===== config.mk =====
export PLATFORM = sky130hd
export DESIGN_NAME = rotate_key_conditioner
export DESIGN_NICKNAME = d
export VERILOG_FILES = /design/src/rtl/rotate_key_conditioner.sv
export SDC_FILE = /design/constraint.sdc
export NUM_CORES = 1
export LEC_CHECK = 0
export BUFFER_PORTS_ARGS = -buffer_cell sky130_fd_sc_hd__buf_2
export CORE_MARGIN = 5
export CORE_UTILIZATION = 45
export DETAILED_ROUTE_END_ITERATION = 8
export GPL_TIMING_DRIVEN = 0
export HOLD_SLACK_MARGIN = 0.05
export MAX_ROUTING_LAYER = met4
export SETUP_SLACK_MARGIN = 0.1
export SYNTH_ARGS = -nofsm -noshare
export SYNTH_HDL_FRONTEND = slang
export SYNTH_SLANG_ARGS = --single-unit

===== constraint.sdc =====
create_clock -name clock -period 2 [get_ports clock]
set_input_delay 0.1 -clock clock [delete_from_list [all_inputs] [get_ports clock]]
set_output_delay 0.1 -clock clock [all_outputs]
set_load 0.03 [all_outputs]

===== src/rtl/rotate_key_conditioner.sv =====
`default_nettype none
// ============================================================================
// Module   : rotate_key_conditioner
// Purpose  : Two active-low rotation keys -> synchronised, debounced one-cycle
//            step pulses, with optional auto-repeat (macro ROTATE_AUTOREPEAT_EN).
// Revision : 1.0 - initial release
// ============================================================================
module rotate_key_conditioner #(
    parameter int DEBOUNCE_CYCLES = 500000,
    parameter int REPEAT_DELAY    = 25000000,
    parameter int REPEAT_PERIOD   = 5000000
) (
    input  logic       clock,
    input  logic       reset,
    input  logic [1:0] key_n,
    output logic       rotate_left,
    output logic       rotate_right,
    output logic [1:0] held
);

    localparam int c_MAX_AB = (DEBOUNCE_CYCLES > REPEAT_DELAY) ? DEBOUNCE_CYCLES : REPEAT_DELAY;
    localparam int c_MAX    = (c_MAX_AB > REPEAT_PERIOD) ? c_MAX_AB : REPEAT_PERIOD;
    localparam int c_CNT_W  = $clog2(c_MAX);

    localparam logic [c_CNT_W-1:0] c_DB_LAST = c_CNT_W'(DEBOUNCE_CYCLES - 1);
    localparam logic [c_CNT_W-1:0] c_CNT_ONE = c_CNT_W'(1);

`ifdef ROTATE_AUTOREPEAT_EN
    localparam logic [c_CNT_W-1:0] c_RD_LAST = c_CNT_W'(REPEAT_DELAY - 1);
    localparam logic [c_CNT_W-1:0] c_RP_LAST = c_CNT_W'(REPEAT_PERIOD - 1);

    localparam logic [1:0] c_ST_IDLE   = 2'd0;
    localparam logic [1:0] c_ST_DELAY  = 2'd1;
    localparam logic [1:0] c_ST_REPEAT = 2'd2;
`endif

    logic [1:0] r_sync1;
    logic [1:0] r_sync2;
    logic [1:0] r_held;
    logic [1:0] w_s;
    logic [1:0] w_held_nxt;
    logic [1:0] w_step;
    logic       w_conflict;
    logic       r_rot_left;
    logic       r_rot_right;

    // Synchronisers reset to the released level so a key held through reset
    // has to be re-seen and re-debounced.
    always_ff @(posedge clock) begin
        if (reset) begin
            r_sync1 <= 2'b11;
            r_sync2 <= 2'b11;
        end else begin
            r_sync1 <= key_n;
            r_sync2 <= r_sync1;
        end
    end

    assign w_s = ~r_sync2;

    genvar gi;
    for (gi = 0; gi < 2; gi++) begin : g_ch
        logic [c_CNT_W-1:0] r_db_cnt;
        logic               w_db_done;

        assign w_db_done      = (w_s[gi] != r_held[gi]) && (r_db_cnt == c_DB_LAST);
        assign w_held_nxt[gi] = w_db_done ? w_s[gi] : r_held[gi];

        always_ff @(posedge clock) begin
            if (reset || (w_s[gi] == r_held[gi]) || w_db_done) begin
                r_db_cnt <= '0;
            end else begin
                r_db_cnt <= r_db_cnt + c_CNT_ONE;
            end
        end

`ifdef ROTATE_AUTOREPEAT_EN
        logic [1:0]         r_state;
        logic [c_CNT_W-1:0] r_rc;
        logic               w_rc_hit;

        always_comb begin
            w_rc_hit = 1'b0;
            case (r_state)
                c_ST_DELAY:  w_rc_hit = (r_rc == c_RD_LAST);
                c_ST_REPEAT: w_rc_hit = (r_rc == c_RP_LAST);
                default:     w_rc_hit = 1'b0;
            endcase
        end

        // FSM runs on the next held value so the press pulse lines up with
        // the first cycle held reads 1; a release suppresses any due pulse.
        assign w_step[gi] = w_held_nxt[gi] &&
                            (((r_state == c_ST_IDLE) && !r_held[gi]) || w_rc_hit);

        always_ff @(posedge clock) begin
            if (reset || !w_held_nxt[gi]) begin
                r_state <= c_ST_IDLE;
                r_rc    <= '0;
            end else begin
                case (r_state)
                    c_ST_IDLE: begin
                        r_rc <= '0;
                        if (!r_held[gi]) begin
                            r_state <= c_ST_DELAY;
                        end
                    end
                    c_ST_DELAY: begin
                        if (w_rc_hit) begin
                            r_state <= c_ST_REPEAT;
                            r_rc    <= '0;
                        end else begin
                            r_rc <= r_rc + c_CNT_ONE;
                        end
                    end
                    c_ST_REPEAT: begin
                        if (w_rc_hit) begin
                            r_rc <= '0;
                        end else begin
                            r_rc <= r_rc + c_CNT_ONE;
                        end
                    end
                    default: begin
                        r_state <= c_ST_IDLE;
                        r_rc    <= '0;
                    end
                endcase
            end
        end
`else
        assign w_step[gi] = w_held_nxt[gi] && !r_held[gi];
`endif
    end

    // Both keys down: steps are masked but the per-channel schedules keep going.
    assign w_conflict = (w_held_nxt == 2'b11);

    always_ff @(posedge clock) begin
        if (reset) begin
            r_held      <= 2'b00;
            r_rot_left  <= 1'b0;
            r_rot_right <= 1'b0;
        end else begin
            r_held      <= w_held_nxt;
            r_rot_left  <= w_step[1] && !w_conflict;
            r_rot_right <= w_step[0] && !w_conflict;
        end
    end

    assign held         = r_held;
    assign rotate_left  = r_rot_left;
    assign rotate_right = r_rot_right;

endmodule
`default_nettype wire


==> results of run 1 <==
## critical path: stages, from the launching register on
cell	delay, ns
dfxtp_4	0.35
or4_4	0.51
or3_4	0.42
or3_4	0.38
and3b_1	0.16
## state kept, by name, summed over array words and instances (netlist names)
signal / cells
r_sync1: 2
rotate_left: 1
held: 2
g_ch.r_db_cnt: 50
r_sync2: 2
rotate_right: 1
## cells in the mapped netlist (3+ instances only)
library cell  count
a21oi_1          23
and3_1            4
and4_1            8
buf_2             4
clkbuf_1          4
dfxtp_1          58
inv_1             5
nand2_1          14
nand3_1          20
nand4_1          18
nor2_1           31
nor3_1            6
o21ai_0          13
o31ai_1           8
or2_2             5
or3_1            14
or4_1            14
or4b_2            3
xnor2_1           7
xor2_1           19
## how the worst min path moves through the flow
| stage | from | endpoint |
|---|---|---|
| floorplan | key_n[0] | r_sync1[0]$_SDFF_PP1_ |
| global placement | key_n[1] | r_sync1[1]$_SDFF_PP1_ |
| detailed placement | key_n[1] | r_sync1[1]$_SDFF_PP1_ |
| CTS | reset | g_ch[0].r_db_cnt[18]$_SDFF_PP0_ |
| global route | reset | g_ch[0].r_db_cnt[18]$_SDFF_PP0_ |
| finish | reset | g_ch[0].r_db_cnt[24]$_SDFF_PP0_ |
## layout make-up
class                   instances  area (um^2)  share of cell area, %
clock buffers                  14          173                   5.21
inverters                       5         18.8                  0.566
repair buffers                 26          206                   6.22
well taps                      75         93.8                   2.83
clock inverters                 2         10.0                  0.302
multi-input cells             226         1540                   46.4
plain buffers                   9         68.8                   2.07
flip-flops and latches         58         1210                   36.4
## cells in the final DEF (no fill, tap or decap), types with 3 or more instances in the layout
cell and n:
dfxtp_1 35, nor2_1 30, xor2_1 19, nand3_1 19, nand4_1 18, a21oi_1 16, dfxtp_2 16, buf_4 14
nand2_1 13, o21ai_0 13, clkbuf_8 12, or3_1 11, or4_1 10, o31ai_1 8, xnor2_1 7, a21oi_2 7
dfxtp_4 7, buf_2 7, buf_6 6, nor3_1 6, and4_1 6, inv_1 5, or2_2 5, or4_4 4
clkbuf_1 4, or3_4 3, and4_2 3
## metrics by stage
| step | power, uW | setup slack, ns | std cells |
|---|---|---|---|
| floorplan | 1210 | 0.0766 | 299 |
| global placement | 1210 | -0.188 | 381 |
| detailed placement | 1210 | -0.156 | 381 |
| CTS | 2220 | 0.0642 | 407 |
| finish | 2190 | 0.0751 | 415 |
| global route | 2280 | 0.0284 | 415 |
## kinds of logic after synthesis
| group | Yosys count | synth area share, % |
|---|---|---|
| AO/OA/AOI/OAI | 49 | 10.7 |
| XOR/XNOR | 26 | 8.59 |
| adder cells (fa/ha/maj) | 2 | 0.944 |
| buffers and inverters | 15 | 2.88 |
| flip-flops | 58 | 43.8 |
| AND/OR/NAND/NOR | 149 | 33.1 |
## power by group
group          total, uW  internal (uW)  switching (uW)
Clock                996            548             448
Sequential          1150           1150            3.88
Combinational       39.2           20.2            18.9
Total               2190           1720             471
## timing repair
item | in CTS | in global routing
resized for setup | 31 | 38
hold buffers | 2 | 0
endpoints found under the setup margin | 50 | 48
cloned | 0 | 2
setup buffers | 8 | 7
hold endpoints to repair | 2 | 0
pin swaps | 5 | 13
## metal layers
| layer | track usage (%) | vias to the layer above | wire length (um) |
|---|---|---|---|
| met5 | - | - | 0 |
| met4 | 8.92 | 0 | 110 |
| met3 | 3.42 | 10 | 257 |
| met2 | 25.8 | 38 | 2840 |
| met1 | 21.9 | 1131 | 2860 |
| li1 | - | 1181 | - |
==> summary.md, run 1 <==
| Metric | Value |
|---|---|
| Hold slack | 0.237 ns |
| Initial DRT Pass Iterations | 4 |
| Global-route wire length before repair | 9820 um |
| Tot GR Track Use | 17.2% |
| Main synth FF type | dfxtp_1 |
| Die area | 0.00752 mm^2 |
| Seq/Total Area, Yosys | 43.8% |
| Placed Instance Area | 0.00281 mm^2 |
| YS warnings | 0 |
| WP data arrival | 2.15 ns |
| GP Congestion | 0.731 |
| Finish-stage setup viols | 0 |
| Post-synth top area share | 43.8% |
| Fin. max-slew vios | 0 |
| Final instance area | 0.00332 mm^2 |
| Setup crit start kind | flop |
| Final Core Density | 57.0% |
| Worst r2r dst | rotate_right$_SDFF_PP0_ |
| Post-Synthesis Cells | 299 |
| Fin nets | 341 |
| Final Skew | 0.0106 ns |
| Filler instances | 569 |
| Core ar. | 0.00582 mm^2 |
| Leakage | 0.00106 uW |
| Vias in the first global route | 2125 |
| Reg clk slew, reported paths | 0.07 ns |
| FP Rows | 28 |
| Post-detail-place hpwl | 3900 um |
| Remaining Overflow, GRT | 0 |
| Worst hold path class | in2reg |
| CTS tree | built |
| Avg WL per Cell | 14.6 um |
| Syn-to-layout area delta | 25.2% |
| Fraction of layout cells with a size suffix above 1 | 31.5% |
| Fin crit share | 96.2% |
| Synthesized area | 0.00265 mm^2 |
| Final hold vios | 0 |
| Max-cap violations | 0 |
| Syn avg cell area | 8.86 um^2 |
| Remaining DRCs | 0 |
| Htree depth | 3 |
| Rel. slew slack | 76.2% |
| Antenna Cells | 0 |
| Pwr dens | 660 mW/mm^2 |
| RSZ-0062 raised after global routing | yes |
| Number of synthesized flops with an enable pin | 0 |
| Initial Utilization | 45.6% |
| CP Capture Type | flop |
| Routed wire length | 6070 um |
| Count of cell types in the netlist | 36 |
| Initial antenna violation count | 0 |
| Vias post-DR | 2360 |
| CTS buffer count | 9 |
| FMAX | 0.520 GHz |
| Longest Clk Path Bufs | 2 |
| DIE HEIGHT | 86.7 um |
| Critical Path Sink | rotate_right$_SDFF_PP0_ |
| Via/cell ratio | 5.69 |
| Area leader, netlist | dfxtp_1 |
| Syn Nets | 305 |
| Die Wd | 86.7 um |
| Reg-to-reg startpoint | g_ch[1].r_db_cnt[20]$_SDFF_PP0_ |
| DRT antenna net count | 0 |
| Hold depth | 4 |
| 1st-iter DRT viols | 132 |
| Tightest Pin Transition | 0.357 ns |
| Max VDD drop | 355 uV |
| Outcome | finished clean |
| Kind of critical path | reg2reg |
| Synth Register Bits | 58 |
| R2R Setup Slk | 0.08 ns |
| IO Port Bufs | 7 |
| # IOs | 8 |
| Minimum clock period | 1.92 ns |
| Ys async rst share | 0% |
| Top post-synthesis cells by area | dfxtp_1 (44%), xor2_1 (6.3%), nor2_1 (4.4%) |
| Post-Route Setup TNS | 0 ns |
| Req. time, crit path | 2.23 ns |
| Crit-path max FO | 4 |
| Reg2reg path depth | 4 |
| CP Launch Point | g_ch[1].r_db_cnt[20]$_SDFF_PP0_ |
| Clk sinks | 58 |
| CTS Root Cell | clkbuf_8 |
| Largest net degree at the start of global routing | 11 |
| Clock Latency Late Sink | 0.34 ns |
(Power assumes the default switching activity.)
==> inputs of run 2 (changes only) <==
--- a/config.mk
+++ b/config.mk
@@ -8,8 +8,8 @@
 export BUFFER_PORTS_ARGS = -buffer_cell sky130_fd_sc_hd__buf_2
 export CORE_MARGIN = 5
 export CORE_UTILIZATION = 45
+export CTS_BUF_LIST = sky130_fd_sc_hd__clkbuf_16
 export DETAILED_ROUTE_END_ITERATION = 8
-export GPL_TIMING_DRIVEN = 0
 export HOLD_SLACK_MARGIN = 0.05
 export MAX_ROUTING_LAYER = met4
 export SETUP_SLACK_MARGIN = 0.1
==> summary.md, run 2 (synthesized netlist as in run 1, its figures left out) <==
| Metric | Value |
|---|---|
| Reg2reg path depth | 4 (unchanged) |
| Htree depth | 3 (unchanged) |
| R2R Setup Slk | 0.09 ns (+0.02 ns) |
| Remaining Overflow, GRT | 0 (unchanged) |
| Pwr dens | 729 mW/mm^2 (+10%) |
| Filler instances | 527 (-7.4%) |
| Die area | 0.00752 mm^2 (unchanged) |
| Setup crit start kind | flop |
| RSZ-0062 raised after global routing | yes |
| Post-Route Setup TNS | 0 ns (unchanged) |
| Final hold vios | 0 (unchanged) |
| Most frequent cells in the layout | dfxtp_1 (47), buf_4 (35), nor2_1 (31) |
| Avg WL per Cell | 14.0 um (-4.2%) |
| FP Rows | 28 (unchanged) |
| DIE HEIGHT | 86.7 um (unchanged) |
| Longest Clk Path Bufs | 2 (unchanged) |
| Initial Utilization | 45.6% (unchanged) |
| Number of flip-flops in the largest register | 50 (unchanged) |
| CP Launch Point | g_ch[1].r_db_cnt[14]$_SDFF_PP0_ |
| Kind of critical path | reg2reg |
| Via/cell ratio | 5.57 (-2.1%) |
| Reg-to-reg startpoint | g_ch[1].r_db_cnt[14]$_SDFF_PP0_ |
| Fraction of layout cells with a size suffix above 1 | 27.1% (-4.4 points) |
| Tot GR Track Use | 17.2% (-0.054 points) |
| Final instance area | 0.00341 mm^2 (+2.7%) |
| Core ar. | 0.00582 mm^2 (unchanged) |
| Vias post-DR | 2371 (+0.47%) |
| Syn-to-layout area delta | 28.5% |
| Clk sinks | 58 (unchanged) |
| CTS Root Cell | clkbuf_16 |
| 1st-iter DRT viols | 76 (-42%) |
| Clock Latency Late Sink | 0.32 ns (-0.02 ns) |
| Largest net degree at the start of global routing | 26 (+15) |
| Worst r2r dst | rotate_right$_SDFF_PP0_ |
| Routed wire length | 5970 um (-1.6%) |
| IO Port Bufs | 7 (unchanged) |
| Initial DRT Pass Iterations | 4 (unchanged) |
| Max-cap violations | 0 (unchanged) |
| Critical Path Sink | rotate_right$_SDFF_PP0_ |
| Reg clk slew, reported paths | 0.05 ns (-0.02 ns) |
| Global-route wire length before repair | 10000 um (+1.8%) |
| Finish-stage setup viols | 0 (unchanged) |
| CTS buffer count | 9 (unchanged) |
| CP Capture Type | flop |
| Commonest non-fill, non-tap cell in the layout | dfxtp_1 |
| Placed Instance Area | 0.00298 mm^2 (+6.0%) |
| Outcome | finished clean |
| WP data arrival | 2.12 ns (-0.03 ns) |
| Tightest Pin Transition | 0.287 ns (-0.0699 ns) |
| Leakage | 0.00117 uW (+10%) |
| Remaining DRCs | 0 (unchanged) |
| DRT antenna net count | 0 (unchanged) |
| Req. time, crit path | 2.21 ns (-0.02 ns) |
| Final Core Density | 58.6% (+1.5 points) |
| FMAX | 0.524 GHz (+0.84%) |
| Initial antenna violation count | 0 (unchanged) |
| Max VDD drop | 555 uV (+56%) |
| Die Wd | 86.7 um (unchanged) |
| Worst hold path class | in2reg |
| Antenna Cells | 0 (unchanged) |
| Crit-path max FO | 3 (-1) |
| Worst slack at placement | 0.0506 ns (+0.206 ns) |
| GP Congestion | 0.825 (+13%) |
| CTS tree | built |
| Fin. max-slew vios | 0 (unchanged) |
| # IOs | 8 (unchanged) |
| Post-detail-place hpwl | 4020 um (+3.1%) |
| Setup WS post-layout | 0.0912 ns (+0.0161 ns) |
| Fin crit share | 95.4% (-0.80 points) |
| Fin nets | 352 (+3.2%) |
| Final Skew | 0.00538 ns (-0.00524 ns) |
| Most flop-heavy register | g_ch.r_db_cnt |
| Rel. slew slack | 80.6% (+4.4 points) |
| Minimum clock period | 1.91 ns (-0.0161 ns) |
| Vias in the first global route | 2275 (+7.1%) |
run 2: what timing repair did:
action,in CTS,in global routing
setup endpoints to repair,3,34
hold buffers,2,0
endpoints found under the hold margin,2,0
setup buffers,0,9
gates resized for setup,6,20
pin swaps,3,8
run 2: layer usage:
layer | vias up | GRT usage, % | part of all wire, %
li1 | 1203 | - | -
met4 | 0 | 4.96 | 0.97
met1 | 1119 | 19.8 | 46
met5 | - | - | 0
met3 | 8 | 5.51 | 3.3
met2 | 41 | 28.5 | 50
run 2: power breakdown:
group          internal [uW]  switching [uW]  leakage [uW]
logic                   15.3            16.3      0.000553
registers               1160            3.14      0.000474
clock network            809             479      0.000140
total                   1980             498       0.00117
run 2: layout make-up:
| cell class | count | area, um^2 | share of cell area, % |
|---|---|---|---|
| multi-input combinational | 226 | 1500 | 44.0 |
| inverter | 5 | 18.8 | 0.551 |
| timing repair buffer | 46 | 358 | 10.5 |
| clock buffer | 9 | 225 | 6.61 |
| tap | 75 | 93.8 | 2.76 |
| sequential | 58 | 1180 | 34.6 |
| clock inverter | 7 | 30.0 | 0.882 |
run 2: metrics by stage:
| step | power, uW | std cells | hold slack (ns) |
|---|---|---|---|
| 3_3_place_gp | 1220 | 399 | 0.282 |
| 5_1_grt | 2580 | 426 | 0.0972 |
| 3_5_place_dp | 1220 | 399 | 0.291 |
| 4_1_cts | 2520 | 417 | 0.0686 |
| 2_1_floorplan | 1210 | 299 | 0.204 |
| 6_report | 2480 | 426 | 0.0812 |
run 2: how the worst min path moves through the flow:
| stage | cells past startpoint | end | slack (ns) | from |
|---|---|---|---|---|
| 2_1_floorplan | 1 | r_sync1[0]$_SDFF_PP1_ | 0.20 | key_n[0] |
| 3_3_place_gp | 2 | r_sync1[0]$_SDFF_PP1_ | 0.28 | key_n[0] |
| 3_5_place_dp | 2 | r_sync1[1]$_SDFF_PP1_ | 0.29 | key_n[1] |
| 4_1_cts | 2 | held[1]$_SDFF_PP0_ | 0.07 | reset |
| 5_1_grt | 2 | held[1]$_SDFF_PP0_ | 0.1 | reset |
| 6_report | 2 | held[1]$_SDFF_PP0_ | 0.08 | reset |
run 2: worst max-delay path, stage by stage (launching register included):
cell and delay (ns):
dfxtp_4 0.34, or4b_4 0.51, or3_4 0.42, or3_4 0.37, and3b_1 0.16
==> inputs of run 3 (changes only) <==
--- a/config.mk
+++ b/config.mk
@@ -5,6 +5,7 @@
 export SDC_FILE = /design/constraint.sdc
 export NUM_CORES = 1
 export LEC_CHECK = 0
+export ABC_AREA = 1
 export BUFFER_PORTS_ARGS = -buffer_cell sky130_fd_sc_hd__buf_2
 export CORE_MARGIN = 5
 export CORE_UTILIZATION = 45
==> constraint.sdc (replaced) <==
create_clock -name clock -period 1.75 [get_ports clock]
set_input_delay 0.0875 -clock clock [delete_from_list [all_inputs] [get_ports clock]]
set_output_delay 0.0875 -clock clock [all_outputs]
set_load 0.03 [all_outputs]
==> summary.md, run 3 <==
| Metric | Value |
|---|---|
| FMAX | 0.637 GHz (+22%) |
| Main synth FF type | dfxtp_1 |
| Synthesized area | 0.00301 mm^2 (+14%) |
| Commonest non-fill, non-tap cell in the layout | nand2_1 |
| Tightest Pin Transition | 0.809 ns (+0.521 ns) |
| Avg WL per Cell | 13.1 um (-6.7%) |
| Vias post-DR | 2838 (+20%) |
| CP top delay family | simple AND/OR/NAND/NOR gates |
| FP Rows | 29 (+3.6%) |
| Seq/Total Area, Yosys | 38.6% (-5.2 points) |
| CTS buffer count | 9 (unchanged) |
| Antenna Cells | 0 (unchanged) |
| Setup WS post-layout | 0.179 ns (+0.0882 ns) |
| Commonest cells post-synth | nand2_1 (114), nor2_1 (105), dfxtp_1 (58) |
| Top post-synthesis cells by area | dfxtp_1 (39%), nand2_1 (14%), nor2_1 (13%) |
| Area leader, netlist | dfxtp_1 |
| Most flop-heavy register | g_ch.r_db_cnt |
| Fin crit share | 89.7% (-5.7 points) |
| IO Port Bufs | 7 (unchanged) |
| Hold slack | 0.406 ns (+0.325 ns) |
| WP data arrival | 1.83 ns (-0.29 ns) |
| CTS Root Cell | clkbuf_16 |
| DRT antenna net count | 0 (unchanged) |
| 1st-iter DRT viols | 178 (+130%) |
| Filler instances | 625 (+19%) |
| Fraction of layout cells with a size suffix above 1 | 9.60% (-17 points) |
| Finish-stage setup viols | 0 (unchanged) |
| Global-route wire length before repair | 12000 um (+20%) |
| Largest net degree at the start of global routing | 26 (unchanged) |
| Area occupied by multi-input gates | 0.00169 mm^2 (+13%) |
| CTS tree | built |
| Most frequent cells in the layout | nand2_1 (114), nor2_1 (103), dfxtp_1 (58) |
| Synth Register Bits | 58 (unchanged) |
| Ys async rst share | 0% (unchanged) |
| Tot GR Track Use | 18.5% (+1.3 points) |
| Initial DRT Pass Iterations | 6 (+2) |
| Fin. max-slew vios | 0 (unchanged) |
| Leakage | 0.00113 uW (-3.2%) |
| Final instance area | 0.00349 mm^2 (+2.5%) |
| Setup crit start kind | flop |
| Setup bufs post-CTS | 0 (unchanged) |
| Routed wire length | 7270 um (+22%) |
| Rel. slew slack | 45.7% (-35 points) |
| Post-detail-place hpwl | 5150 um (+28%) |
| Die area | 0.00842 mm^2 (+12%) |
| Clk sinks | 58 (unchanged) |
| Max-cap violations | 0 (unchanged) |
| Final Skew | 0.00808 ns (+0.00271 ns) |
| Clock Latency Late Sink | 0.33 ns (about the same) |
| Kind of critical path | reg2reg |
| Sequence of cells on the critical path | ha_1 > nand2_2 > nor2_4 > nand3_1 > nor2_4 > nand2_4 > nand2_1 > nand3_1 > nor2_1 |
| Outcome | finished clean |
| RSZ-0062 raised after global routing | yes |
| YS warnings | 0 (unchanged) |
| Slowest CP cell | dfxtp_1 |
| Pwr dens | 867 mW/mm^2 (+19%) |
| Worst hold path class | reg2reg |
| Syn avg cell area | 6.63 um^2 (-25%) |
| Syn-to-layout area delta | 16.0% |
| Count of cell types in the netlist | 26 (-28%) |
| GP Congestion | 0.873 (+5.8%) |
| Max VDD drop | 408 uV (-27%) |
| Register Area | 0.00116 mm^2 (-1.6%) |
| Number of flip-flops in the largest register | 50 (unchanged) |
| Syn Nets | 460 (+51%) |
| Final hold vios | 0 (unchanged) |
| Worst path bufs/invs | 0 (unchanged) |
| Post-synth top area share | 38.6% (-5.2 points) |
| Minimum clock period | 1.57 ns (-0.338 ns) |
| Most frequent cell after synthesis | nand2_1 |
| CP Capture Type | flop |
| Total power | 3030 uW (+22%) |
| Placed Instance Area | 0.00312 mm^2 (+5.0%) |
| Post-Synthesis Cells | 454 (+52%) |
| DIE HEIGHT | 91.8 um (+5.8%) |
| Fin nets | 481 (+37%) |
| Worst slack at placement | 0.143 ns (+0.0924 ns) |
| Core ar. | 0.00642 mm^2 (+10%) |
| Remaining DRCs | 0 (unchanged) |
| Die Wd | 91.8 um (+5.8%) |
| Max incr delay on CP | 0.36 ns (-0.15 ns) |
| Longest Clk Path Bufs | 2 (unchanged) |
| # IOs | 8 (unchanged) |
| Req. time, crit path | 2.01 ns (-0.20 ns) |
| Htree depth | 3 (unchanged) |
| Initial antenna violation count | 0 (unchanged) |
| Via/cell ratio | 5.10 (-8.3%) |
| Remaining Overflow, GRT | 0 (unchanged) |
| Reg clk slew, reported paths | 0.05 ns (about the same) |
| Initial Utilization | 46.9% (+1.3 points) |
| Vias in the first global route | 2542 (+12%) |
| Post-Route Setup TNS | 0 ns (unchanged) |
| Number of synthesized flops with an enable pin | 0 (unchanged) |
| Crit-path max FO | 5 (+2) |
[run 3: cell types whose count changed after synthesis, moves of 7 or more]
| cell | change |
|---|---|
| nor2_1 | +74 |
| inv_1 | +41 |
| or4_1 | -14 |
| o31ai_1 | -8 |
| nand2_1 | +100 |
| nand3_1 | +19 |
| o21ai_0 | -11 |
| or3_1 | -14 |
| and4_1 | -8 |
| nand3b_1 | +7 |
| xor2_1 | -8 |
| nand4_1 | -15 |
[run 3: per-layer routing]
metal / up-vias / track usage, % / routed length, um
met3: 14 / 5.48 / 380
met2: 68 / 25.6 / 2970
met5: - / - / 0
met4: 0 / 6.19 / 107
li1: 1468 / - / -
met1: 1288 / 25.5 / 3810
[run 3: final timing paths]
| path | start | endpoint | slack, ns | depth (start not counted) |
|---|---|---|---|---|
| min | r_sync1[0]$_SDFF_PP1_ | r_sync2[0]$_SDFF_PP1_ | 0.41 | 1 |
| max | g_ch[1].r_db_cnt[0]$_SDFF_PP0_ | rotate_left$_SDFF_PP0_ | 0.18 | 9 |
| max reg2reg | g_ch[1].r_db_cnt[0]$_SDFF_PP0_ | rotate_left$_SDFF_PP0_ | 0.18 | 9 |
| min reg2reg | r_sync1[0]$_SDFF_PP1_ | r_sync2[0]$_SDFF_PP1_ | 0.41 | 1 |
[run 3: cell families (layout without fill, tap and decap cells)]
logic type | after synthesis | in the layout | share of synthesized area (%)
xor gates and xnor gates | 18 | 18 | 5.24
and+or+nand+nor | 295 | 297 | 42.7
adders and majority gates | 2 | 2 | 0.831
AOI/OAI and AO/OA | 30 | 30 | 5.24
buffers and inverters | 51 | 74 | 7.36
DFF | 58 | 58 | 38.6
[run 3: through the flow]
step                utilization [%]  cells
floorplan                         -    454
detailed placement             48.6    536
global placement               48.6    536
finish                         54.4    556
global route                   54.4    556
CTS                            53.4    554
[run 3: timing repair]
action	4_1_cts	5_1_grt
endpoints found under the hold margin	3	0
resized for setup	0	10
endpoints found under the setup margin	0	47
hold buffers	3	0
[run 3: power breakdown]
part | internal, uW | total, uW | leakage (uW) | switching, uW
sequential | 1330 | 1330 | 0.000468 | 2.97
clock | 1070 | 1650 | 0.000139 | 583
combinational | 17.8 | 42.7 | 0.000523 | 24.9
[run 3: final cells by class]
type	instances	share of cell area, %
timing repair buffer	12	2.65
clock inverter	6	1.43
clock buffer	9	6.45
sequential	58	33.3
inverter	47	5.05
tap	77	2.76
multi-input combinational	347	48.4
[run 3: worst register-to-register path: stages (launching register included)]
cell and delay, ns:
dfxtp_1 0.36, ha_1 0.22, nand2_2 0.09, nor2_4 0.14
nand3_1 0.13, nor2_4 0.15, nand2_4 0.11, nand2_1 0.11
nand3_1 0.09, nor2_1 0.11
